$ cat config.mk
export PLATFORM = sky130hd
export DESIGN_NAME = eee_pattern_gen_flat
export DESIGN_NICKNAME = d
export VERILOG_FILES = /design/src/rtl/eee_pattern_gen_if.sv /design/src/rtl/eee_pattern_gen.sv /design/src/flat_wrapper.sv
export SDC_FILE = /design/constraint.sdc
export NUM_CORES = 1
export LEC_CHECK = 0
export CORE_MARGIN = 5
export CORE_UTILIZATION = 25
export CTS_CLUSTER_DIAMETER = 150
export CTS_CLUSTER_SIZE = 28
export DETAILED_ROUTE_END_ITERATION = 10
export PLACE_DENSITY = 0.49
export SLEW_MARGIN = 20
export SYNTH_ARGS = -nofsm -noshare
export SYNTH_HDL_FRONTEND = slang
export SYNTH_SLANG_ARGS = --single-unit
$ cat constraint.sdc
create_clock -name clk -period 7.25 [get_ports clk]
set_input_delay 1.45 -clock clk [delete_from_list [all_inputs] [get_ports clk]]
set_output_delay 1.45 -clock clk [all_outputs]
set_load 0.05 [all_outputs]
$ cat src/rtl/eee_pattern_gen_if.sv
// Avalon-ST video source plus Avalon-MM control slave bundle
// for the test-pattern generator.
interface eee_pattern_gen_if;
    logic [23:0] source_data;
    logic        source_valid;
    logic        source_ready;
    logic        source_sop;
    logic        source_eop;
    logic        s_chipselect;
    logic        s_read;
    logic        s_write;
    logic [2:0]  s_address;
    logic [31:0] s_writedata;
    logic [31:0] s_readdata;

    modport master (
        output source_data, source_valid, source_sop, source_eop,
        input  source_ready,
        input  s_chipselect, s_read, s_write, s_address, s_writedata,
        output s_readdata
    );

    modport slave (
        input  source_data, source_valid, source_sop, source_eop,
        output source_ready,
        output s_chipselect, s_read, s_write, s_address, s_writedata,
        input  s_readdata
    );
endinterface

$ cat src/rtl/eee_pattern_gen.sv
// Avalon-ST RGB test-pattern source (bars, gradient, checker, solid)
// with a small Avalon-MM register block and completed-frame counter.
module eee_pattern_gen #(
    parameter int          DEF_WIDTH  = 640,
    parameter int          DEF_HEIGHT = 480,
    parameter logic [31:0] ID_VALUE   = 32'h5047_0001
) (
    input logic              clk,
    input logic              reset,
    eee_pattern_gen_if.master bus
);
    localparam logic [1:0] S_IDLE   = 2'd0;
    localparam logic [1:0] S_HEADER = 2'd1;
    localparam logic [1:0] S_PIXELS = 2'd2;

    logic [1:0]  state;
    logic        enable;
    logic [1:0]  pattern;
    logic [11:0] width, height;
    logic [23:0] colour;
    logic [31:0] frames;
    logic [11:0] sw, sh;
    logic [1:0]  spat;
    logic [11:0] x, y, bcnt;
    logic [2:0]  bar;
    logic        valid, sop, eop;
    logic [23:0] data;
    logic [31:0] rd_mux;

    logic        xfer, wr_en, frames_clr;
    logic [11:0] lw, lh, bw;
    logic [11:0] nx, ny, nbcnt;
    logic [2:0]  nbar;
    logic        next_eop;
    logic [23:0] pix;

    assign xfer       = valid && bus.source_ready;
    assign wr_en      = bus.s_chipselect && bus.s_write;
    assign frames_clr = wr_en && (bus.s_address == 3'd4);
    assign lw         = (width == 12'd0) ? 12'd1 : width;
    assign lh         = (height == 12'd0) ? 12'd1 : height;
    assign bw         = (sw[11:3] == 9'd0) ? 12'd1 : {3'd0, sw[11:3]};

    // Coordinates of the beat that will be presented after the next transfer
    always_comb begin
        nx    = x;
        ny    = y;
        nbar  = bar;
        nbcnt = bcnt;
        if (state == S_HEADER) begin
            nx    = 12'd0;
            ny    = 12'd0;
            nbar  = 3'd0;
            nbcnt = 12'd0;
        end else if (x == sw - 12'd1) begin
            nx    = 12'd0;
            ny    = y + 12'd1;
            nbar  = 3'd0;
            nbcnt = 12'd0;
        end else begin
            nx = x + 12'd1;
            if (bcnt == bw - 12'd1) begin
                nbcnt = 12'd0;
                if (bar != 3'd7) nbar = bar + 3'd1;
            end else begin
                nbcnt = bcnt + 12'd1;
            end
        end
    end

    assign next_eop = (nx == sw - 12'd1) && (ny == sh - 12'd1);

    // Bar index bits map straight onto the R/G/B on-off pattern
    always_comb begin
        unique case (spat)
            2'd0:    pix = {{8{~nbar[1]}}, {8{~nbar[2]}}, {8{~nbar[0]}}};
            2'd1:    pix = {nx[7:0], ny[7:0], frames[7:0]};
            2'd2:    pix = (nx[4] ^ ny[4]) ? 24'hFFFFFF : 24'h000000;
            default: pix = colour;
        endcase
    end

    always_comb begin
        rd_mux = 32'd0;
        unique case (bus.s_address)
            3'd0:    rd_mux = {29'd0, pattern, enable};
            3'd1:    rd_mux = {20'd0, width};
            3'd2:    rd_mux = {20'd0, height};
            3'd3:    rd_mux = {8'd0, colour};
            3'd4:    rd_mux = frames;
            3'd5:    rd_mux = ID_VALUE;
            default: rd_mux = 32'd0;
        endcase
    end

    always_ff @(posedge clk) begin
        if (reset) begin
            state          <= S_IDLE;
            enable         <= 1'b0;
            pattern        <= 2'd0;
            width          <= 12'(DEF_WIDTH);
            height         <= 12'(DEF_HEIGHT);
            colour         <= 24'd0;
            frames         <= 32'd0;
            sw             <= 12'd1;
            sh             <= 12'd1;
            spat           <= 2'd0;
            x              <= 12'd0;
            y              <= 12'd0;
            bcnt           <= 12'd0;
            bar            <= 3'd0;
            valid          <= 1'b0;
            sop            <= 1'b0;
            eop            <= 1'b0;
            data           <= 24'd0;
            bus.s_readdata <= 32'd0;
        end else begin
            if (wr_en) begin
                case (bus.s_address)
                    3'd0: {pattern, enable} <= bus.s_writedata[2:0];
                    3'd1: width  <= bus.s_writedata[11:0];
                    3'd2: height <= bus.s_writedata[11:0];
                    3'd3: colour <= bus.s_writedata[23:0];
                    default: ;
                endcase
            end
            if (bus.s_chipselect && bus.s_read)
                bus.s_readdata <= rd_mux;
            // A clear on the eop cycle beats the increment
            if (frames_clr)
                frames <= 32'd0;
            else if (xfer && eop)
                frames <= frames + 32'd1;

            case (state)
                S_IDLE: begin
                    if (enable) begin
                        state <= S_HEADER;
                        sw    <= lw;
                        sh    <= lh;
                        spat  <= pattern;
                        valid <= 1'b1;
                        sop   <= 1'b1;
                        eop   <= 1'b0;
                        data  <= 24'd0;
                    end
                end
                S_HEADER, S_PIXELS: begin
                    if (xfer && eop) begin
                        sop  <= enable;
                        eop  <= 1'b0;
                        data <= 24'd0;
                        if (enable) begin
                            state <= S_HEADER;
                            sw    <= lw;
                            sh    <= lh;
                            spat  <= pattern;
                        end else begin
                            state <= S_IDLE;
                            valid <= 1'b0;
                        end
                    end else if (xfer) begin
                        state <= S_PIXELS;
                        x     <= nx;
                        y     <= ny;
                        bar   <= nbar;
                        bcnt  <= nbcnt;
                        sop   <= 1'b0;
                        eop   <= next_eop;
                        data  <= pix;
                    end
                end
                default: state <= S_IDLE;
            endcase
        end
    end

    assign bus.source_valid = valid;
    assign bus.source_sop   = sop;
    assign bus.source_eop   = eop;
    assign bus.source_data  = data;
endmodule

$ cat src/flat_wrapper.sv
// flat-port wrapper written by rule: the top's interface ports become plain ports
module eee_pattern_gen_flat 
#(
    parameter int          DEF_WIDTH  = 640,
    parameter int          DEF_HEIGHT = 480,
    parameter logic [31:0] ID_VALUE   = 32'h5047_0001
)
  (clk, reset, bus_source_data, bus_source_valid, bus_source_sop, bus_source_eop, bus_source_ready, bus_s_chipselect, bus_s_read, bus_s_write, bus_s_address, bus_s_writedata, bus_s_readdata);
  eee_pattern_gen_if bus_i ();
  input logic clk;
  input logic reset;
  output wire logic [$bits(bus_i.source_data)-1:0] bus_source_data;
  output wire logic [$bits(bus_i.source_valid)-1:0] bus_source_valid;
  output wire logic [$bits(bus_i.source_sop)-1:0] bus_source_sop;
  output wire logic [$bits(bus_i.source_eop)-1:0] bus_source_eop;
  input wire logic [$bits(bus_i.source_ready)-1:0] bus_source_ready;
  input wire logic [$bits(bus_i.s_chipselect)-1:0] bus_s_chipselect;
  input wire logic [$bits(bus_i.s_read)-1:0] bus_s_read;
  input wire logic [$bits(bus_i.s_write)-1:0] bus_s_write;
  input wire logic [$bits(bus_i.s_address)-1:0] bus_s_address;
  input wire logic [$bits(bus_i.s_writedata)-1:0] bus_s_writedata;
  output wire logic [$bits(bus_i.s_readdata)-1:0] bus_s_readdata;
  assign bus_source_data = bus_i.source_data;
  assign bus_source_valid = bus_i.source_valid;
  assign bus_source_sop = bus_i.source_sop;
  assign bus_source_eop = bus_i.source_eop;
  assign bus_i.source_ready = bus_source_ready;
  assign bus_i.s_chipselect = bus_s_chipselect;
  assign bus_i.s_read = bus_s_read;
  assign bus_i.s_write = bus_s_write;
  assign bus_i.s_address = bus_s_address;
  assign bus_i.s_writedata = bus_s_writedata;
  assign bus_s_readdata = bus_i.s_readdata;
  eee_pattern_gen #(.DEF_WIDTH(DEF_WIDTH), .DEF_HEIGHT(DEF_HEIGHT), .ID_VALUE(ID_VALUE)) u_core (.clk(clk), .reset(reset), .bus(bus_i));
endmodule
### Word level (Yosys, flattened, before mapping)

Index checks and enable logic that the tools add are counted.

| word-level totals | value |
|---|---|
| output and inout port bits | 59 |
| register bits after elaboration | 209 |
| input bits | 41 |

| operators by class | value |
|---|---|
| reduce and logical (&&, ||, !) cells | 24 |
| multiplexer cells | 46 |
| $add $sub $neg | 8 |
| bitwise gates (word level) | 5 |
| equal/unequal tests | 18 |

Operators by type and width:

| cell | number |
|---|---|
| case mux 32 bit (6 select lines) | 1 |
| 2-to-1 mux 12 bit | 13 |
| 2-to-1 mux 24 bit | 4 |
| case mux 24 bit (3 select lines) | 1 |
| == test 12 bit | 4 |
| case mux 12 bit (2 select lines) | 2 |
| case mux 24 bit (2 select lines) | 1 |
| adder 12 x 1 -> 12 bit (second input constant) | 3 |
| subtractor 12 x 1 -> 12 bit (second input constant) | 3 |
| adder 32 x 1 -> 32 bit (second input constant) | 1 |
| logical NOT 12 bit | 2 |
| 2-to-1 mux 3 bit | 4 |
| AND reduction 2 bit | 6 |
| 2-to-1 mux 2 bit | 5 |
| logical NOT 9 bit | 1 |
| 2-to-1 mux 1 bit | 9 |
| 2-to-1 mux 9 bit | 1 |
| case mux 2 bit (2 select lines) | 2 |
| == test 3 x 2 -> 1 bit (second input constant) | 2 |
| == test 3 bit (second input constant) | 2 |
| logical AND 1 bit | 6 |
| case mux 1 bit (2 select lines) | 3 |
| AND reduction 3 bit | 2 |
| == test 2 x 1 -> 1 bit (second input constant) | 2 |
| other kinds (14) | 21 |

### Logic depth before layout (Yosys ltp)

Gate-level depths: netlist of run 1.

| depth | value |
|---|---|
| word-level depth | 12 |
| gate-level depth with buffers | 16 |
| gate-level depth less buffers | 14 |

### Worst setup path after synthesis of run 1

Ideal clock, no wire load.

| timing path | value |
|---|---|
| path type | register -> register |
| start point | reg u_core.sw[4] |
| end point | reg u_core.data[18], in the netlist u_core.bus.source_data[18] |
| path buffers | 1 |
| slack | 3415 ps |
| setup time | 95 ps |
| arrival time | 3740 ps |
| stages on the path, launching flop included | 16 |
| path through | dfxtp_1 > clkbuf_1 > nor4_1 > a31oi_1 > ha_1 > or3b_2 > or3_1 > mux2i_1 > a21o_1 > o2111ai_1 > a21oi_1 > mux2i_1 > nor2_1 > nor3_1 > a221oi_1 > a221oi_1 |

| on the way | value |
|---|---|
| word-level cells in the longest chain between the ends | 12 |
| elaborated cells between the ends (all ways) | 20 |
| those cells by class | add/sub (2); eq/ne (2); mux (13); bitwise (2); reduce/logical (1) |

RTL lines:

| item | RTL line | text |
|---|---|---|
| start: declaration | eee_pattern_gen.sv:22 | `logic [11:0] sw, sh;` |
| start signal: assignment | eee_pattern_gen.sv:139 | `sw <= lw;` |
| start signal: assignment | eee_pattern_gen.sv:155 | `sw <= lw;` |
| logical NOT 9 bit | eee_pattern_gen.sv:42 | `assign bw = (sw[11:3] == 9'd0) ? 12'd1 : {3'd0, sw[11:3]};` |
| 2-to-1 mux 9 bit | eee_pattern_gen.sv:42 |  |
| subtractor 12 x 1 -> 12 bit | eee_pattern_gen.sv:62 | `if (bcnt == bw - 12'd1) begin` |
| == test 12 bit | eee_pattern_gen.sv:62 |  |
| 2-to-1 mux 3 bit | eee_pattern_gen.sv:62 |  |
| 2-to-1 mux 3 bit | eee_pattern_gen.sv:55 | `end else if (x == sw - 12'd1) begin` |
| 2-to-1 mux 3 bit | eee_pattern_gen.sv:50 | `if (state == S_HEADER) begin` |
| inverter 1 bit | eee_pattern_gen.sv:76 | `2'd0: pix = {{8{~nbar[1]}}, {8{~nbar[2]}}, {8{~nbar[0]}}};` |
| case mux 24 bit (3 select lines) * | eee_pattern_gen.sv:75 | `unique case (spat)` |
| 2-to-1 mux 24 bit * | eee_pattern_gen.sv:162 | `end else if (xfer) begin` |
| 2-to-1 mux 24 bit * | eee_pattern_gen.sv:149 | `if (xfer && eop) begin` |
| case mux 24 bit (2 select lines) * | eee_pattern_gen.sv:135 | `case (state)` |
| end signal: assignment | eee_pattern_gen.sv:170 | `data <= pix;` |
| end: declaration | eee_pattern_gen.sv:27 | `logic [23:0] data;` |

Mark *: on every way between the ends. The rest lies on a longest branch, timed or not. The select of a mux whose other input is x is not followed.
A chain may end at the register's enable or synchronous reset.

### Worst setup path after layout of run 1

| timing path | value |
|---|---|
| start point | reg u_core.sw[5] |
| end point | reg u_core.data[21], in the netlist u_core.bus.source_data[21] |

The elaborated chain is that of the path after synthesis.

==> summary.md, run 1 <==
| Metric | Value |
|---|---|
| Net count after synthesis | `1508` |
| Post-CTS sizing | `0` |
| Initial Util | `0.2525` |
| Synth Area per Inst | `~7.7 um2` |
| Synth async-reset ratio | `0` |
| Mapped Cells | `around 1.5k` |
| Worst hold path type | `reg -> reg` |
| Clock root cell | `clkbuf_16` |
| Worst skew pair latency | `approximately 480 ps` |
| MaxCap Viol Count | `0` |
| Post-DR wirelength/cell | `~18 um` |
| Post-layout net count | `roughly 1.5k` |
| Synth Register Bits | `between 200 and 250` |
| Total Power | `2.094 mW` |
| Post-synth EDFFs | `0` |
| Drt first pass iters | `5` |
| Total Routing Usage GR | `0.1417` |
| CP max FO | `20` |
| Final setup violation count | `0` |
| RSZ-0062 raised after global routing | `no` |
| 1st-iter DRT viols | `slightly below 800` |
| Max Fclk | `~0.21 GHz` |
| Main flop type after synthesis | `dfxtp_1` |
| Min Tclk post-route | `approximately 4800 ps` |
| Most common cell after layout, fill and taps aside | `nand2_1` |
| Die Y | `around 220 um` |
| Setup TNS | `0 ps` |
| Gpl congestion | `0.8781` |
| Leakage power | `4.233 nW` |
| CP Class | `reg -> reg` |
| CTS Buffer Depth | `3` |
| Most frequent cells in the layout | `282 x nand2_1, 209 x dfxtp_1, 162 x a21oi_1` |
| Total number of vias | `about 10k` |
| Largest area contributor in the netlist | `dfxtp_1` |
| Cell area after layout | `between 10000 and 15000 um2` |
| Routed WL | `between 30 and 40 mm` |
| Largest net degree at the start of global routing | `68` |
| Status | `finished, final reports clean` |
| Die area | `48890 um2` |
| Antenna Nets Post-Route | `0` |
| Synth-to-layout area growth | `14.38%` |
| Total CTS buffers | `11` |
| First-pass GRT wire length | `around 57 mm` |
| CTS sink cnt | `about 210` |
| Num ports | `100` |
| Count of cell types in the netlist | `85` |
| Fin crit share | `0.6598` |
| # diodes | `0` |
| Std-Cell Rows | `77` |
| DP HPWL | `between 20 and 30 mm` |
| CTS tree | `done` |
| H-tree depth | `1` |
| Critical path arrival | `5180 ps` |
| Slew @ Worst Pin | `1048 ps` |
| Worst Path Required | `7640 ps` |
| Worst Setup End Kind | `flop` |
| CTS hold repair buffers | `0` |
| FILL cells | `4925` |
| Chip width | `about 220 um` |
| Pwr Density | `164.3 nW/um2` |
| Via count of the first global-routing pass | `between 10k and 15k` |
| Remaining DRCs | `0` |
| Layout cells sized above 1 | `0.05156` |
| Post-synth top area share | `0.3755` |
| Core Box Area | `between 40000 and 50000 um2` |
| Sequential-to-total area share from yosys stat | `0.3755` |
| Placement Cell Area | `between 10000 and 15000 um2` |
| VDD IR max | `around 120 uV` |
| CP startpoint kind | `flop` |
| IO buf count | `~90` |
| Post-CTS setup buffer count | `0` |
| Global route total overflow | `0` |
| Fin. max-slew vios | `0` |
| Mapped Area | `between 10000 and 15000 um2` |
| Rel. slew slack | `0.3011` |
| Clock skew | `roughly 24 ps` |
| Vias per cell | `~5` |
| Synthesis Warnings | `0` |
| Clock slew at reported path FFs | `approximately 120 ps` |
| Dominant cells by area after synthesis | `dfxtp_1 38%, nand2_1 9.5%, a21oi_1 7.3%` |
| Initial antenna violation count | `0` |
| Hold Fails Final Rpt | `0` |
where the power goes:
part           total, mW  internal, mW  switching [mW]
registers           1.17          1.16          0.0129
clock network      0.683         0.283           0.400
logic              0.238        0.0760           0.162
layout make-up:
type                            instances  area [um2]  area share
Clock inverter                          1       16.27    0.001276
Clock buffer                           11       275.3     0.02160
Timing Repair Buffer                  109        1047     0.08216
Multi-Input combinational cell       1117        6381      0.5006
Sequential cell                       209        4184      0.3283
Tap cell                              592       740.7     0.05811
Inverter                               27       101.3    0.007951
cells by family (layout without fill, tap and decap cells):
family                   count (synthesis)  in the layout  synth area share
multiplexers                            24             24           0.02605
XOR/XNOR                                84             84           0.06602
AND/OR/NAND/NOR                        633            633            0.2665
adder cells (fa/ha/maj)                 11             11           0.01235
AO/OA/AOI/OAI                          365            365            0.2002
buffers and inverters                  130            148           0.05345
flip-flops                             209            209            0.3755
Yosys cell counts (all sizes together), types with 4 or more instances:
cell and n:
nand3b 11, nor3 34, a21oi 163, inv 27, nor4 18, clkbuf 93
a311oi 6, xor2 45, or2 7, o31ai 4, and3 26, mux2i 11
mux2 10, and2 6, o221ai 5, a31oi 9, o21ai 83, or3 21
nand2 282, a211oi 7, a22oi 22, buf 9, and4 8, dfxtp 209
nand4 11, nor2b 8, o2111ai 4, xnor2 39, ha 11, nor3b 12
a2111oi 5, nand3 39, or4 6, a221oi 13, o211ai 7, nor2 135
worst max-delay path: stages, from the launching register on:
cell and delay (ps):
dfxtp_1 820, nor4_1 210, a31oi_1 310, ha_1 270, or3b_2 490, or3_1 330
mux2i_1 140, a21o_1 140, o2111ai_1 240, a21oi_1 440, mux2i_1 410, nor2_1 70
nor3_1 440, nor2_1 110, a221oi_1 250
state kept, by name (all words and copies together) (netlist names):
name	flops
u_core.bar	3
u_core.bcnt	12
u_core.bus.s_readdata	32
u_core.bus.source_data	24
u_core.bus.source_eop	1
u_core.bus.source_sop	1
u_core.bus.source_valid	1
u_core.colour	24
u_core.enable	1
u_core.frames	32
u_core.height	12
u_core.pattern	2
u_core.sh	12
u_core.spat	2
u_core.state	2
u_core.sw	12
u_core.width	12
u_core.x	12
u_core.y	12
worst paths after layout:
kind	from	depth (start not counted)	slack (ps)	to
hold / removal	u_core.bus.source_data[9]$_SDFFE_PP0P_	2	450	u_core.bus.source_data[9]$_SDFFE_PP0P_
hold reg to reg	u_core.bus.source_data[9]$_SDFFE_PP0P_	2	450	u_core.bus.source_data[9]$_SDFFE_PP0P_
setup reg to reg	u_core.sw[5]$_SDFFE_PP0P_	14	2470	u_core.bus.source_data[21]$_SDFFE_PP0P_
setup / recovery	u_core.sw[5]$_SDFFE_PP0P_	14	2470	u_core.bus.source_data[21]$_SDFFE_PP0P_
per-stage QoR:
stage	hold slack, ps	utilization	cells	worst slack [ps]
after floorplan	441.3	-	1456	3415
after global routing	478.6	0.2889	2066	1970
after detailed placement	438.7	0.2821	2054	2246
final	450.8	0.2889	2066	2467
after global placement	434.9	0.2819	2053	2266
after CTS	455.6	0.2887	2066	2499
per-layer routing:
metal	global-route usage	vias to the layer above	wire length [um]
met3	0.02094	42	1740
met1	0.1970	4993	17170
li1	-	5127	-
met5	0	-	0
met4	0.03381	0	787
met2	0.2328	243	16750
(Power assumes the default switching activity.)
==> inputs of run 2 (changes only) <==
--- a/config.mk
+++ b/config.mk
@@ -10,7 +10,7 @@
 export CTS_CLUSTER_DIAMETER = 150
 export CTS_CLUSTER_SIZE = 28
 export DETAILED_ROUTE_END_ITERATION = 10
-export PLACE_DENSITY = 0.49
+export PLACE_DENSITY = 0.51
 export SLEW_MARGIN = 20
 export SYNTH_ARGS = -nofsm -noshare
 export SYNTH_HDL_FRONTEND = slang
==> constraint.sdc (replaced) <==
create_clock -name clk -period 4.4 [get_ports clk]
set_input_delay 0.88 -clock clk [delete_from_list [all_inputs] [get_ports clk]]
set_output_delay 0.88 -clock clk [all_outputs]
set_load 0.05 [all_outputs]
==> summary.md, run 2 (synthesis gave the netlist of run 1 again) <==
| Metric | Value |
|---|---|
| Die area | `approximately 49000 um2` |
| Worst R2R Path Depth | `14` |
| Drt first pass iters | `5` |
| Vias per cell | `~5.0` |
| Worst Setup EP | `u_core.bus.source_data[11]$_SDFFE_PP0P_` |
| Status | `finished, final reports clean` |
| Remaining DRCs | `0` |
| CTS tree | `done` |
| Synth-to-layout area growth | `16.24%` |
| H-tree depth | `1` |
| Gate power share | `0.116` |
| Num ports | `100` |
| Most frequent cells in the layout | `282 x nand2_1, 209 x dfxtp_1, 160 x a21oi_1` |
| Min Tclk post-route | `slightly above 4000 ps` |
| Net Switching | `between 0.9 and 1 mW` |
| Worst Path Required | `between 4000 and 5000 ps` |
| Max Fclk | `between 0.2 and 0.25 GHz` |
| Rel. slew slack | `0.3353` |
| Routed WL | `approximately 36 mm` |
| Gpl congestion | `0.8764` |
| Area of the multi-input gates | `6390 um2` |
| IO buf count | `91` |
| Setup TNS | `0 ps` |
| Worst hold path type | `reg -> reg` |
| Fin. max-slew vios | `0` |
| Worst skew pair latency | `~500 ps` |
| CTS Buffer Depth | `3` |
| Post-layout net count | `roughly 1.6k` |
| Total CTS buffers | `11` |
| Antenna Nets Post-Route | `0` |
| Internal power | `2.530 mW` |
| # diodes | `0` |
| Pwr Density | `approximately 270 nW/um2` |
| Critical path arrival | `around 4500 ps` |
| Top Registers | `u_core.bus.s_readdata x32, u_core.frames x32` |
| Largest net degree at the start of global routing | `91` |
| CP Launch Point | `u_core.sw[1]$_SDFFE_PP0P_` |
| Core Box Area | `roughly 44000 um2` |
| Hold Fails Final Rpt | `0` |
| Initial antenna violation count | `0` |
| Most common cell after layout, fill and taps aside | `nand2_1` |
| Global route total overflow | `0` |
| Chip width | `roughly 220 um` |
| DP HPWL | `between 20 and 30 mm` |
| CP startpoint kind | `flop` |
| 1st-iter DRT viols | `approximately 630` |
| Leakage power | `between 4 and 5 nW` |
| Switching share of power | `0.2718` |
| Clock power share | `0.328` |
| RSZ-0062 raised after global routing | `no` |
| CP max FO | `7` |
| Clock root cell | `clkbuf_16` |
| FILL cells | `4845` |
| First-pass GRT wire length | `approximately 58 mm` |
| Layout cells sized above 1 | `0.06933` |
| Total Routing Usage GR | `0.1418` |
| Clock skew | `approximately 34 ps` |
| VDD IR max | `around 200 uV` |
| Worst Setup End Kind | `flop` |
| Hold_ws | `roughly 450 ps` |
| CTS hold repair buffers | `0` |
| Power share of the sequential group | `0.556` |
| Post-CTS sizing | `0` |
| Slew @ Worst Pin | `roughly 1000 ps` |
| Final setup violation count | `0` |
| Total number of vias | `about 10k` |
| Clock slew at reported path FFs | `approximately 110 ps` |
| CTS sink cnt | `between 200 and 250` |
| Die Y | `roughly 220 um` |
| Std-Cell Rows | `77` |
| Post-CTS setup buffer count | `0` |
| MaxCap Viol Count | `0` |
| Critical R2R Capture | `u_core.bus.source_data[11]$_SDFFE_PP0P_` |
| Reg-to-reg startpoint | `u_core.sw[1]$_SDFFE_PP0P_` |
| Via count of the first global-routing pass | `around 10k` |
| Initial Util | `0.2525` |
| R2r setup slk | `310 ps` |
| CP Class | `reg -> reg` |
| Register area | `4184 um2` |
| Fin crit share | `0.9287` |
| Post-DR wirelength/cell | `approximately 17 um` |
[run 2: worst min-delay path by stage]
stage	from	end	slack, ps	cells after the start
after global routing	u_core.bus.source_data[13]$_SDFFE_PP0P_	u_core.bus.source_data[13]$_SDFFE_PP0P_	480	2
after global placement	u_core.bus.source_data[11]$_SDFFE_PP0P_	u_core.bus.source_data[11]$_SDFFE_PP0P_	440	2
after CTS	u_core.bus.source_data[11]$_SDFFE_PP0P_	u_core.bus.source_data[11]$_SDFFE_PP0P_	450	2
after floorplan	u_core.pattern[1]$_SDFFE_PP0P_	u_core.spat[1]$_SDFFE_PP0P_	440	2
final	u_core.bus.source_data[11]$_SDFFE_PP0P_	u_core.bus.source_data[11]$_SDFFE_PP0P_	450	2
after detailed placement	u_core.bus.source_data[11]$_SDFFE_PP0P_	u_core.bus.source_data[11]$_SDFFE_PP0P_	440	2
[run 2: power groups by stage]
stage          combinational (mW)  sequential (mW)  clock, mW
2_1_floorplan               0.220             2.01          0
3_3_place_gp                0.400             1.97          0
3_5_place_dp                0.401             1.98          0
4_1_cts                     0.402             1.93       1.18
5_1_grt                     0.437             1.94       1.24
6_report                    0.403             1.93       1.14
[run 2: layout make-up]
cell class                      instances  area share
Multi-Input combinational cell       1117      0.4933
Sequential cell                       209      0.3230
Timing Repair Buffer                  134     0.09505
Tap cell                              592     0.05719
Clock buffer                           12     0.02231
Inverter                               27    0.007825
Clock inverter                          1    0.001256
[run 2: layer usage]
layer,routed length [um],GRT usage,vias up
met5,0,0,-
met2,16850,0.2350,219
met3,1705,0.02054,32
met1,17240,0.1994,5061
li1,-,-,5186
met4,600,0.02441,0
[run 2: per-stage QoR]
step                      area [um2]  total power [mW]  utilization  std cells  setup WS, ps
after global routing           12950             3.610       0.2935       2092         9.599
after global placement         12630             2.374       0.2863       2079         393.2
after detailed placement       12630             2.376       0.2863       2079         312.9
after CTS                      12940             3.516       0.2932       2092         281.3
after floorplan                11140             2.226            -       1456         564.8
final                          12950             3.474       0.2935       2092         313.7
[run 2: critical path, cell delays in order (launching register included)]
cell and delay [ps]:
dfxtp_1 350, inv_1 60, ha_1 270, or4b_4 540, nor4_2 320, xnor2_1 170, o2111a_1 230, o2111ai_2 260
buf_4 260, o211ai_1 390, o21ai_0 230, a31oi_2 370, or2_1 280, o221ai_1 200, nand2_1 100
